--- config.mk ---
export PLATFORM = sky130hd
export DESIGN_NAME = fix_sat_stage
export DESIGN_NICKNAME = d
export VERILOG_FILES = /design/src/rtl/fix_pkg.sv /design/src/rtl/fix_skid_buf.sv /design/src/rtl/fix_sat_stage.sv
export SDC_FILE = /design/constraint.sdc
export NUM_CORES = 1
export LEC_CHECK = 0
export BUFFER_PORTS_ARGS = -buffer_cell sky130_fd_sc_hd__clkbuf_2
export CAP_MARGIN = 0
export CORE_ASPECT_RATIO = 0.8
export CORE_MARGIN = 3
export CORE_UTILIZATION = 50
export DETAILED_ROUTE_END_ITERATION = 8
export PLACE_DENSITY = 0.86
export SLEW_MARGIN = 20
export SYNTH_ARGS = -nofsm -noshare
export SYNTH_HDL_FRONTEND = slang
export SYNTH_SLANG_ARGS = --single-unit
--- constraint.sdc ---
create_clock -name clk -period 2.1 [get_ports clk]
set_input_delay 0.42 -clock clk [delete_from_list [all_inputs] [get_ports clk]]
set_output_delay 0.42 -clock clk [all_outputs]
set_load 0.02 [all_outputs]
--- src/rtl/fix_pkg.sv ---
// Shared Q16.16 fixed-point definitions: widths, clamp limits, the saturation
// helper reused by the add/sub/mul stages, and the skid-buffer state encoding.
package fix_pkg;

  localparam int FIX_W     = 32;
  localparam int FIX_SUM_W = 33;

  localparam logic [FIX_W-1:0] FIX_MAX = 32'h7FFF_FFFF;
  localparam logic [FIX_W-1:0] FIX_MIN = 32'h8000_0000;

  typedef enum logic [1:0] {
    SKID_EMPTY,
    SKID_ONE,
    SKID_FULL
  } skid_state_t;

  // The sum overflows Q16.16 when its two top bits disagree.
  function automatic logic fix_ovf(input logic signed [FIX_SUM_W-1:0] sum);
    return sum[FIX_SUM_W-1] ^ sum[FIX_W-1];
  endfunction

  function automatic logic signed [FIX_W-1:0] fix_sat(input logic signed [FIX_SUM_W-1:0] sum);
    logic signed [FIX_W-1:0] res;
    if (fix_ovf(sum)) begin
      res = sum[FIX_SUM_W-1] ? FIX_MIN : FIX_MAX;
    end else begin
      res = sum[FIX_W-1:0];
    end
    return res;
  endfunction

endpackage

--- src/rtl/fix_skid_buf.sv ---
// Generic 2-entry valid/ready skid buffer: a main register that drives the
// output and a skid register that absorbs one extra beat while stalled.
module fix_skid_buf
  import fix_pkg::*;
#(
  parameter int W = 32
) (
  input  logic         clk,
  input  logic         rst,
  input  logic         flush,
  input  logic         in_valid,
  output logic         in_ready,
  input  logic [W-1:0] in_data,
  output logic         out_valid,
  input  logic         out_ready,
  output logic [W-1:0] out_data
);

  skid_state_t  state_q, state_d;
  logic [W-1:0] main_q, main_d;
  logic [W-1:0] skid_q, skid_d;
  logic         push, pop;

  assign in_ready  = (state_q != SKID_FULL) && !rst;
  assign out_valid = (state_q != SKID_EMPTY);
  assign out_data  = main_q;
  assign push      = in_valid && in_ready;
  assign pop       = out_valid && out_ready;

  always_comb begin
    // NOTE: every always_comb output gets a default first so no path leaves it unassigned (no latch).
    state_d = state_q;
    main_d  = main_q;
    skid_d  = skid_q;
    if (flush) begin
      state_d = SKID_EMPTY;
    end else begin
      unique case (state_q)
        SKID_EMPTY: begin
          if (push) begin
            main_d  = in_data;
            state_d = SKID_ONE;
          end
        end
        SKID_ONE: begin
          if (push && pop) begin
            main_d = in_data;
          end else if (push) begin
            skid_d  = in_data;
            state_d = SKID_FULL;
          end else if (pop) begin
            state_d = SKID_EMPTY;
          end
        end
        SKID_FULL: begin
          if (pop) begin
            main_d  = skid_q;
            state_d = SKID_ONE;
          end
        end
        default: state_d = SKID_EMPTY;
      endcase
    end
  end

  // NOTE: the data registers are reset too because out_data must read zero during and after reset.
  always_ff @(posedge clk or posedge rst) begin
    if (rst) begin
      // NOTE: sequential state uses non-blocking assignment so all flops update from pre-edge values.
      state_q <= SKID_EMPTY;
      main_q  <= '0;
      skid_q  <= '0;
    end else begin
      state_q <= state_d;
      main_q  <= main_d;
      skid_q  <= skid_d;
    end
  end

endmodule

--- src/rtl/fix_sat_stage.sv ---
// Saturates the adder's 33-bit sum to Q16.16 and buffers it in a skid buffer.
// Define FIX_SAT_FLAG_EN to add the sat_flag / sat_sticky / sat_clr ports.
module fix_sat_stage
  import fix_pkg::*;
#(
  parameter int DATA_W = 32
) (
  input  logic              clk,
  input  logic              rst,
  input  logic              flush,
  input  logic              in_valid,
  output logic              in_ready,
  input  logic [DATA_W:0]   in_sum,
  output logic              out_valid,
  input  logic              out_ready,
  output logic [DATA_W-1:0] out_data
`ifdef FIX_SAT_FLAG_EN
  ,
  output logic              sat_flag,
  output logic              sat_sticky,
  input  logic              sat_clr
`endif
);

  logic [DATA_W-1:0] sat_val;

  assign sat_val = fix_sat(in_sum);

`ifdef FIX_SAT_FLAG_EN
  logic              ovf;
  logic [DATA_W:0]   buf_out;
  logic              sat_sticky_q, sat_sticky_d;

  assign ovf = fix_ovf(in_sum);

  fix_skid_buf #(.W(DATA_W + 1)) u_buf (
    .clk       (clk),
    .rst       (rst),
    .flush     (flush),
    .in_valid  (in_valid),
    .in_ready  (in_ready),
    .in_data   ({ovf, sat_val}),
    .out_valid (out_valid),
    .out_ready (out_ready),
    .out_data  (buf_out)
  );

  assign out_data   = buf_out[DATA_W-1:0];
  assign sat_flag   = buf_out[DATA_W];
  assign sat_sticky = sat_sticky_q;

  // A flushed input is dropped, so it does not count as a clamp.
  always_comb begin
    sat_sticky_d = sat_sticky_q;
    if (in_valid && in_ready && !flush && ovf) begin
      sat_sticky_d = 1'b1;
    end else if (sat_clr) begin
      sat_sticky_d = 1'b0;
    end
  end

  always_ff @(posedge clk or posedge rst) begin
    if (rst) begin
      sat_sticky_q <= 1'b0;
    end else begin
      sat_sticky_q <= sat_sticky_d;
    end
  end
`else
  fix_skid_buf #(.W(DATA_W)) u_buf (
    .clk       (clk),
    .rst       (rst),
    .flush     (flush),
    .in_valid  (in_valid),
    .in_ready  (in_ready),
    .in_data   (sat_val),
    .out_valid (out_valid),
    .out_ready (out_ready),
    .out_data  (out_data)
  );
`endif

endmodule
Yosys cells after proc, flatten, opt, wreduce, memory -nomap -nowiden
Cells that the tools add are included.

Bitwise logic cells: 3. Eq/ne operators: 10. Muxes and demuxes: 13. Reductions and logical operators: 11.

Operators by type and width (count): 32-bit 2-to-1 mux (5); 32-bit case mux with 3 select lines (1); 2-bit 2-to-1 mux (6); 4-bit AND reduction (2); 2-bit by 1-bit inequality test with 1-bit output, second input constant (3); 3-bit by 2-bit inequality test with 1-bit output, second input constant (2); 2-bit case mux with 3 select lines (1); 5-bit AND reduction (1); 1-bit logical AND (4); 4-bit by 2-bit inequality test with 1-bit output, second input constant (1); 3-bit inequality test, second input constant (1); 3-bit nonzero test (1); 2-bit by 1-bit equality test with 1-bit output, second input constant (1); 2-bit equality test, second input constant (1); 2-bit zero test (1); 2-bit inequality test, second input constant (1); 1-bit NOT (2); 2-bit nonzero test (1); 1-bit zero test (1); 1-bit bitwise XOR (1).

Input bits: 38. Output and inout port bits: 34. Word-level logic and storage cells: 40. Register bits after elaboration: 66.

Depth between registers and ports, before layout
Gate-level depths: netlist of run 1.

Depth after elaboration: 7. Depth in mapped cells: 8. Mapped depth without buffers: 6.

Modules after synthesis
From an unflattened synthesis of run 1, not the netlist that was laid out.

Cell total of the unflattened synthesis: 265. Area, all modules: 3141.8 µm².

By module, submodules not included: fix_skid_buf (area an instance 2837.7 µm², cells an instance 223, seq. area each 1651.6 µm², instances 1); fix_sat_stage (area an instance 304.0 µm², cells an instance 42, seq. area each 0.0 µm², instances 1).

Worst setup path before layout of run 1
OpenSTA, ideal clock, no wires.

Path kind: input to register. Start: input in_sum[31]. End: register u_buf.main_q[0] (netlist: u_buf.out_data[0]). Path buffers: 2. Setup time: 122 ps. Stages: 8. Required time: 1978 ps. Slack: 322 ps. Data arrival time: 1657 ps. Path through: inv_1 ha_1 nor2b_1 clkbuf_1 clkbuf_1 nor3_1 a21oi_1 a21oi_2.

Word-level cells in the longest chain between the ends: 4. Elaborated cells on any way between the ends: 5. Classes of those cells: 4 x mux; 1 x bitwise.

Ends and longest elaborated chain: from (decl) (line fix_sat_stage.sv:13) `input logic [DATA_W:0] in_sum,`; 1-bit bitwise XOR (*) (line fix_pkg.sv:19) `return sum[FIX_SUM_W-1] ^ sum[FIX_W-1];`; 32-bit 2-to-1 mux (*) (line fix_pkg.sv:24) `if (fix_ovf(sum)) begin`; 32-bit 2-to-1 mux (on tied branches) (line fix_skid_buf.sv:46, fix_skid_buf.sv:40); 32-bit case mux with 3 select lines (*) (line fix_skid_buf.sv:38) `unique case (state_q)`; to (signal assigned) (line fix_skid_buf.sv:75) `main_q <= main_d;`; to (decl) (line fix_skid_buf.sv:20) `logic [W-1:0] main_q, main_d;`.

Every way passes the cells marked *; elsewhere a longest branch is shown, timed or not. The select of a mux whose other input is x is not followed. A chain may end at the register's enable or synchronous reset.

Worst setup path in the final report of run 1
Start: register u_buf.state_q[0]. End: output in_ready.

Word-level cells in the longest chain between the ends: 2.

Ends and longest elaborated chain: from (decl) (line fix_skid_buf.sv:19) `skid_state_t state_q, state_d;`; from (signal assigned) (line fix_skid_buf.sv:74) `state_q <= state_d;`; 2-bit inequality test (line fix_skid_buf.sv:24) `assign in_ready = (state_q != SKID_FULL) && !rst;`; 1-bit logical AND (line fix_skid_buf.sv:24); to (decl) (line fix_sat_stage.sv:12) `output logic in_ready,`.

Every way passes these cells.

==> results of run 1 <==
[cells by family after synthesis]
| family | share of synthesized area (%) |
|---|---|
| AOI/OAI and AO/OA | 19.4 |
| adders and majority gates | 0.709 |
| buffers and inverters | 5.92 |
| DFF | 46.8 |
| muxes | 1.13 |
| and+or+nand+nor | 26.0 |
[power groups by stage]
stage | clock network [mW] | registers, mW | logic (mW)
finish | 1.26 | 1.79 | 1.13
global route | 1.33 | 1.82 | 1.25
CTS | 1.28 | 1.79 | 1.15
detailed placement | 0 | 1.81 | 1.15
global placement | 0 | 1.80 | 1.11
floorplan | 0 | 1.97 | 0.651
[area by class of cell]
type / count / area share (%)
tap: 84 / 2.52
clock inverter: 4 / 1.74
clock buffer: 12 / 3.95
timing repair buffer: 81 / 11.8
multi-input combinational: 243 / 40.2
inverter: 3 / 0.270
sequential: 66 / 39.5
[through the flow]
stage	setup WS [ns]	hold slack [ns]	instances	cell area [sq um]
2_1_floorplan	0.0252	0.449	342	3530
3_3_place_gp	0.319	0.460	477	3940
3_5_place_dp	0.250	0.466	477	3940
4_1_cts	0.133	0.187	493	4180
5_1_grt	0.0415	0.239	493	4180
6_report	0.162	0.188	493	4180
[worst paths after layout]
path	from	end	slack (ns)
min	rst	u_buf.state_q[0]	0.19
max reg2reg	u_buf.state_q[0]	u_buf.out_data[1]	0.29
max in group asynchronous	rst	u_buf.out_data[30]	1.29
max	u_buf.state_q[0]	in_ready	0.16
min in group clk	flush	u_buf.state_q[1]	0.29
min reg2reg	u_buf.skid_q[26]	u_buf.skid_q[26]	0.48
[flip-flops by register name, indices dropped and copies added, names as in the netlist]
register        cells
u_buf.out_data     32
u_buf.skid_q       32
u_buf.state_q       2
[metal layers]
layer	share of wire [%]	wire, um	track usage [%]	vias to the layer above
met4	0.12	9	4.91	0
met5	0	0	0	-
li1	-	-	-	1307
met2	50	3660	31.8	73
met1	45	3290	25.9	1262
met3	5.5	407	5.58	2
[cell usage in the layout, fill, tap and decap left out, types with 4 or more instances in the layout]
cell type   n
nor2b_1    31
buf_4       5
dfrtp_1    66
clkbuf_2   71
nor2_1      5
nor2_4     30
a21oi_2    30
o31ai_1    30
nand2_1    34
a21oi_1    32
clkbuf_8   12
o21ai_0     4
buf_12      5
nor3_1     31
==> flow_metrics.tcl, run 1 <==
set metrics [dict create \
    critPathBufInv 1 \
    yosysMostFrequentCell "dfrtp_1" \
    outcome "finished, final reports clean" \
    ys_warn_count 0 \
    avgSynthCellArea_sq_um 10.3 \
    finClkSkew_ns 0.00446 \
    io_pins 72 \
    post-route-min-period_ns 1.94 \
    maxSlewViolCount 0 \
    leakagePower_nw 1.80 \
    drt-pass1-iter-count 4 \
    cts_tree "built" \
    cts_max_level 3 \
    cts_resized 0 \
    worstSetupPathType "flop to output pin" \
    layout.nets 444 \
    ys_types 27 \
    antenna_found_initial 0 \
    critical_path_depth 3 \
    synth_ff_type "dfrtp_1" \
    syn_nets 382 \
    core_sq_mm 0.00660 \
    rsz0062_at_grt "no" \
    ys_seq_elements 66 \
    grt_pass1_wl_um 12400 \
    comb_power_share_pct 27.1 \
    path_delay_family "simple AND/OR/NAND/NOR gates" \
    hold_buffers 0 \
    drc 0 \
    finalSetupViolations 0 \
    clk_pin_slew_ns 0.07 \
    p_switching_mw 1.36 \
    synth_edf_count 0 \
    grt_usage_pct 19.5 \
    power.share.sequential_pct 42.8 \
    start_kind "flop" \
    synth.yosys.seq_area_share_pct 46.8 \
    routedWlPerCell_um 14.9 \
    slew_headroom_pct 58.9 \
    synth_commonest_cells "66 x dfrtp_1, 34 x nand2_1, 32 x a21oi_1, 32 x nor2b_1, 31 x nor3_1" \
    drive_above_1_share_pct 40.8 \
    netlist_instances 342 \
    vias 2644 \
    ir_worst_vdd_mv 0.501 \
    p_total_mw 4.18 \
    grt_max_degree 65 \
    max_stage_delay_ns 0.50 \
    worstPathArrival_ns 1.52 \
    drt_iter0_drc 154 \
    start_util_pct 53.4 \
    grt_pass1_vias 2575 \
    max_freq_ghz 0.516 \
    tightest_slew_ns 0.616 \
    gr-total-overflow 0 \
    area_delta_synth_final_pct 18.3 \
    wirelength_um 7360 \
    synth_area_sq_mm 0.00353 \
    antenna_left 0 \
    postLayoutCoreUtil_pct 63.2 \
    p_sw_share_pct 32.6 \
    clkPwrFrac_pct 30.1 \
    cts.sinks 66 \
    drv_cap 0 \
    netlist.top_cell.by_area "dfrtp_1" \
    root_buffer "clkbuf_8" \
    cp_cell_sequence "and2b_4 > nor2_1 > clkbuf_2" \
    multiInputGateArea_sq_mm 0.00168 \
    regArea_sq_mm 0.00165 \
    n_antenna_cell 0 \
    timing.final.hold_violations 0 \
    p_per_area_mw_per_mm2 1000 \
    endpoint_kind "output pin" \
    required_ns 1.68 \
    yosys-top-cells-area "dfrtp_1 47%, nor2_4 9.6%, a21oi_2 7.4%" \
    via_per_inst 5.36 \
    gp_congestion 0.759 \
    min_period_over_period_pct 92.3 \
    hpwl_um 4920 \
    cts_made_buffers 9 \
    setup_tns_ns 0 \
    clk_path_buf_depth 2 \
    hp-class "input port to async pin" \
    worst_r2r_path_depth 5 \
    fp-row-count 26 \
    nFillCells 559 \
    fp.dieH_um 81.2 \
    async_reset_ff_share_pct 100 \
    cts_setup_buffers 0 \
    io_buffers 71 \
    cp_slowest_cell "and2b_4" \
    internal_power_mw 2.81 \
    path_max_fanout 29 \
    yosys.area.top_type_share_pct 46.8 \
    die_area_sq_mm 0.00811 \
    clk_latency_ns 0.34 \
    die_x_um 99.9 \
]
Power figures use the tool's default switching activity.
==> run 2, diff against run 1 <==
Settings changed: PLACE_DENSITY 0.86 to 0.83, SETUP_SLACK_MARGIN set to 0.02.
Clock period 2.1 ns to 2 ns, I/O delays scaled along.
==> run 2 against run 1 <==
  * Critical path depth rose by 2
  * Design area is 0.81% lower
  * Clock skew grew 0.0026 ns
  * First-iteration DRC count fell by 3.2%
  * Worst hold slack improved by 0.025 ns
  * Cell count increased by 0.41%
==> flow_metrics.tcl, run 2 (synthesis gave the netlist of run 1 again) <==
set metrics [dict create \
    outcome "finished, final reports clean" \
    min_period_over_period_pct 85.0 \
    finalWorstSetupSlack_ns 0.300 \
    root_buffer "clkbuf_8" \
    routedWlPerCell_um 14.5 \
    slew_headroom_pct 59.6 \
    cts_made_buffers 9 \
    gp_congestion 0.796 \
    met1_length_um 3300 \
    layout.nets 446 \
    p_per_area_mw_per_mm2 1000 \
    core_sq_mm 0.00660 \
    hold_buffers 0 \
    highest_layer "met4" \
    fp-row-count 26 \
    finClkSkew_ns 0.00706 \
    worstPathArrival_ns 1.97 \
    cts_resized 0 \
    clk_latency_ns 0.34 \
    gr-total-overflow 0 \
    ir_worst_vdd_mv 0.611 \
    clk_path_buf_depth 2 \
    drt-pass1-iter-count 4 \
    layout_common_cells "71 x clkbuf_2, 66 x dfrtp_1, 34 x nand2_1, 32 x a21oi_1" \
    timing.final.hold_violations 0 \
    max_freq_ghz 0.588 \
    path_max_fanout 10 \
    hp-class "input port to async pin" \
    drc 0 \
    nFillCells 559 \
    finalSetupViolations 0 \
    critPathLaunch "u_buf.state_q[0]" \
    required_ns 2.27 \
    n_antenna_cell 0 \
    drv_cap 0 \
    drt_iter0_drc 149 \
    routed-wl-met3_um 464 \
    cts_max_level 3 \
    fp.dieH_um 81.2 \
    cts.sinks 66 \
    area_delta_synth_final_pct 17.4 \
    start_kind "flop" \
    post-route-min-period_ns 1.70 \
    r2r-start "u_buf.state_q[0]" \
    cts_setup_buffers 0 \
    vias 2671 \
    wl_met2_um 3390 \
    hpwl_um 4850 \
    regArea_sq_mm 0.00165 \
    antenna_left 0 \
    final_common_cell "clkbuf_2" \
    drive_above_1_share_pct 40.9 \
    io_buffers 71 \
    rsz0062_at_grt "no" \
    grt_pass1_vias 2591 \
    cts_tree "built" \
    antenna_found_initial 0 \
    grt_pass1_wl_um 12300 \
    clk_pin_slew_ns 0.07 \
    setup_tns_ns 0 \
    wirelength_um 7180 \
    endpoint_kind "flop" \
    via_per_inst 5.40 \
    start_util_pct 53.4 \
    multiInputGateArea_sq_mm 0.00168 \
    worstSetupPathType "flop to flop" \
    die_x_um 99.9 \
    dpl_worst_slack_ns 0.191 \
    maxSlewViolCount 0 \
    die_area_sq_mm 0.00811 \
    io_pins 72 \
    grt_max_degree 66 \
    tightest_slew_ns 0.606 \
    grt_usage_pct 19.2 \
    leakagePower_nw 1.78 \
]
[run 2: worst paths after layout]
check / endpoint / slack [ns] / cells past startpoint
setup reg to reg: u_buf.out_data[15] / 0.30 / 5
hold / removal: u_buf.out_data[2] / 0.21 / 3
setup / recovery: u_buf.out_data[15] / 0.30 / 5
hold reg to reg: u_buf.skid_q[18] / 0.48 / 2
max in group asynchronous: u_buf.skid_q[11] / 1.31 / 3
min in group clk: u_buf.state_q[1] / 0.28 / 2
[run 2: final cells by class]
type / instances / share of cell area, %
flip-flops and latches: 66 / 39.9
repair buffers: 83 / 12.3
clock inverters: 6 / 1.39
inverters: 3 / 0.362
well taps: 84 / 2.54
clock buffers: 10 / 3.08
multi-input cells: 243 / 40.5
[run 2: per-stage QoR]
step	power (mW)	cells	cell area (sq um)	hold slack, ns	utilization, %
after floorplan	2.75	342	3530	0.449	-
after global placement	3.05	479	3960	0.459	59.9
after detailed placement	3.10	479	3960	0.470	59.9
after CTS	4.19	495	4140	0.207	62.7
after global routing	4.39	495	4140	0.248	62.7
final	4.14	495	4140	0.213	62.7
[run 2: power by group]
| part | total (mW) | leakage (nW) | switching (mW) | internal (mW) |
|---|---|---|---|---|
| Combinational | 1.18 | 0.887 | 0.664 | 0.519 |
| Clock | 1.08 | 0.0958 | 0.512 | 0.567 |
| Sequential | 1.88 | 0.796 | 0.246 | 1.64 |
[run 2: critical path: stages (launching register included)]
cell and delay, ns:
dfrtp_1 0.45, nor4b_2 0.37, o31a_2 0.35, buf_4 0.30
nor2_4 0.04, a21oi_2 0.10
[run 2: per-layer routing]
| metal | global-route usage (%) | vias to the layer above |
|---|---|---|
| li1 | - | 1309 |
| met1 | 25.0 | 1284 |
| met2 | 31.3 | 76 |
| met3 | 5.58 | 2 |
| met4 | 5.87 | 0 |
| met5 | 0 | - |
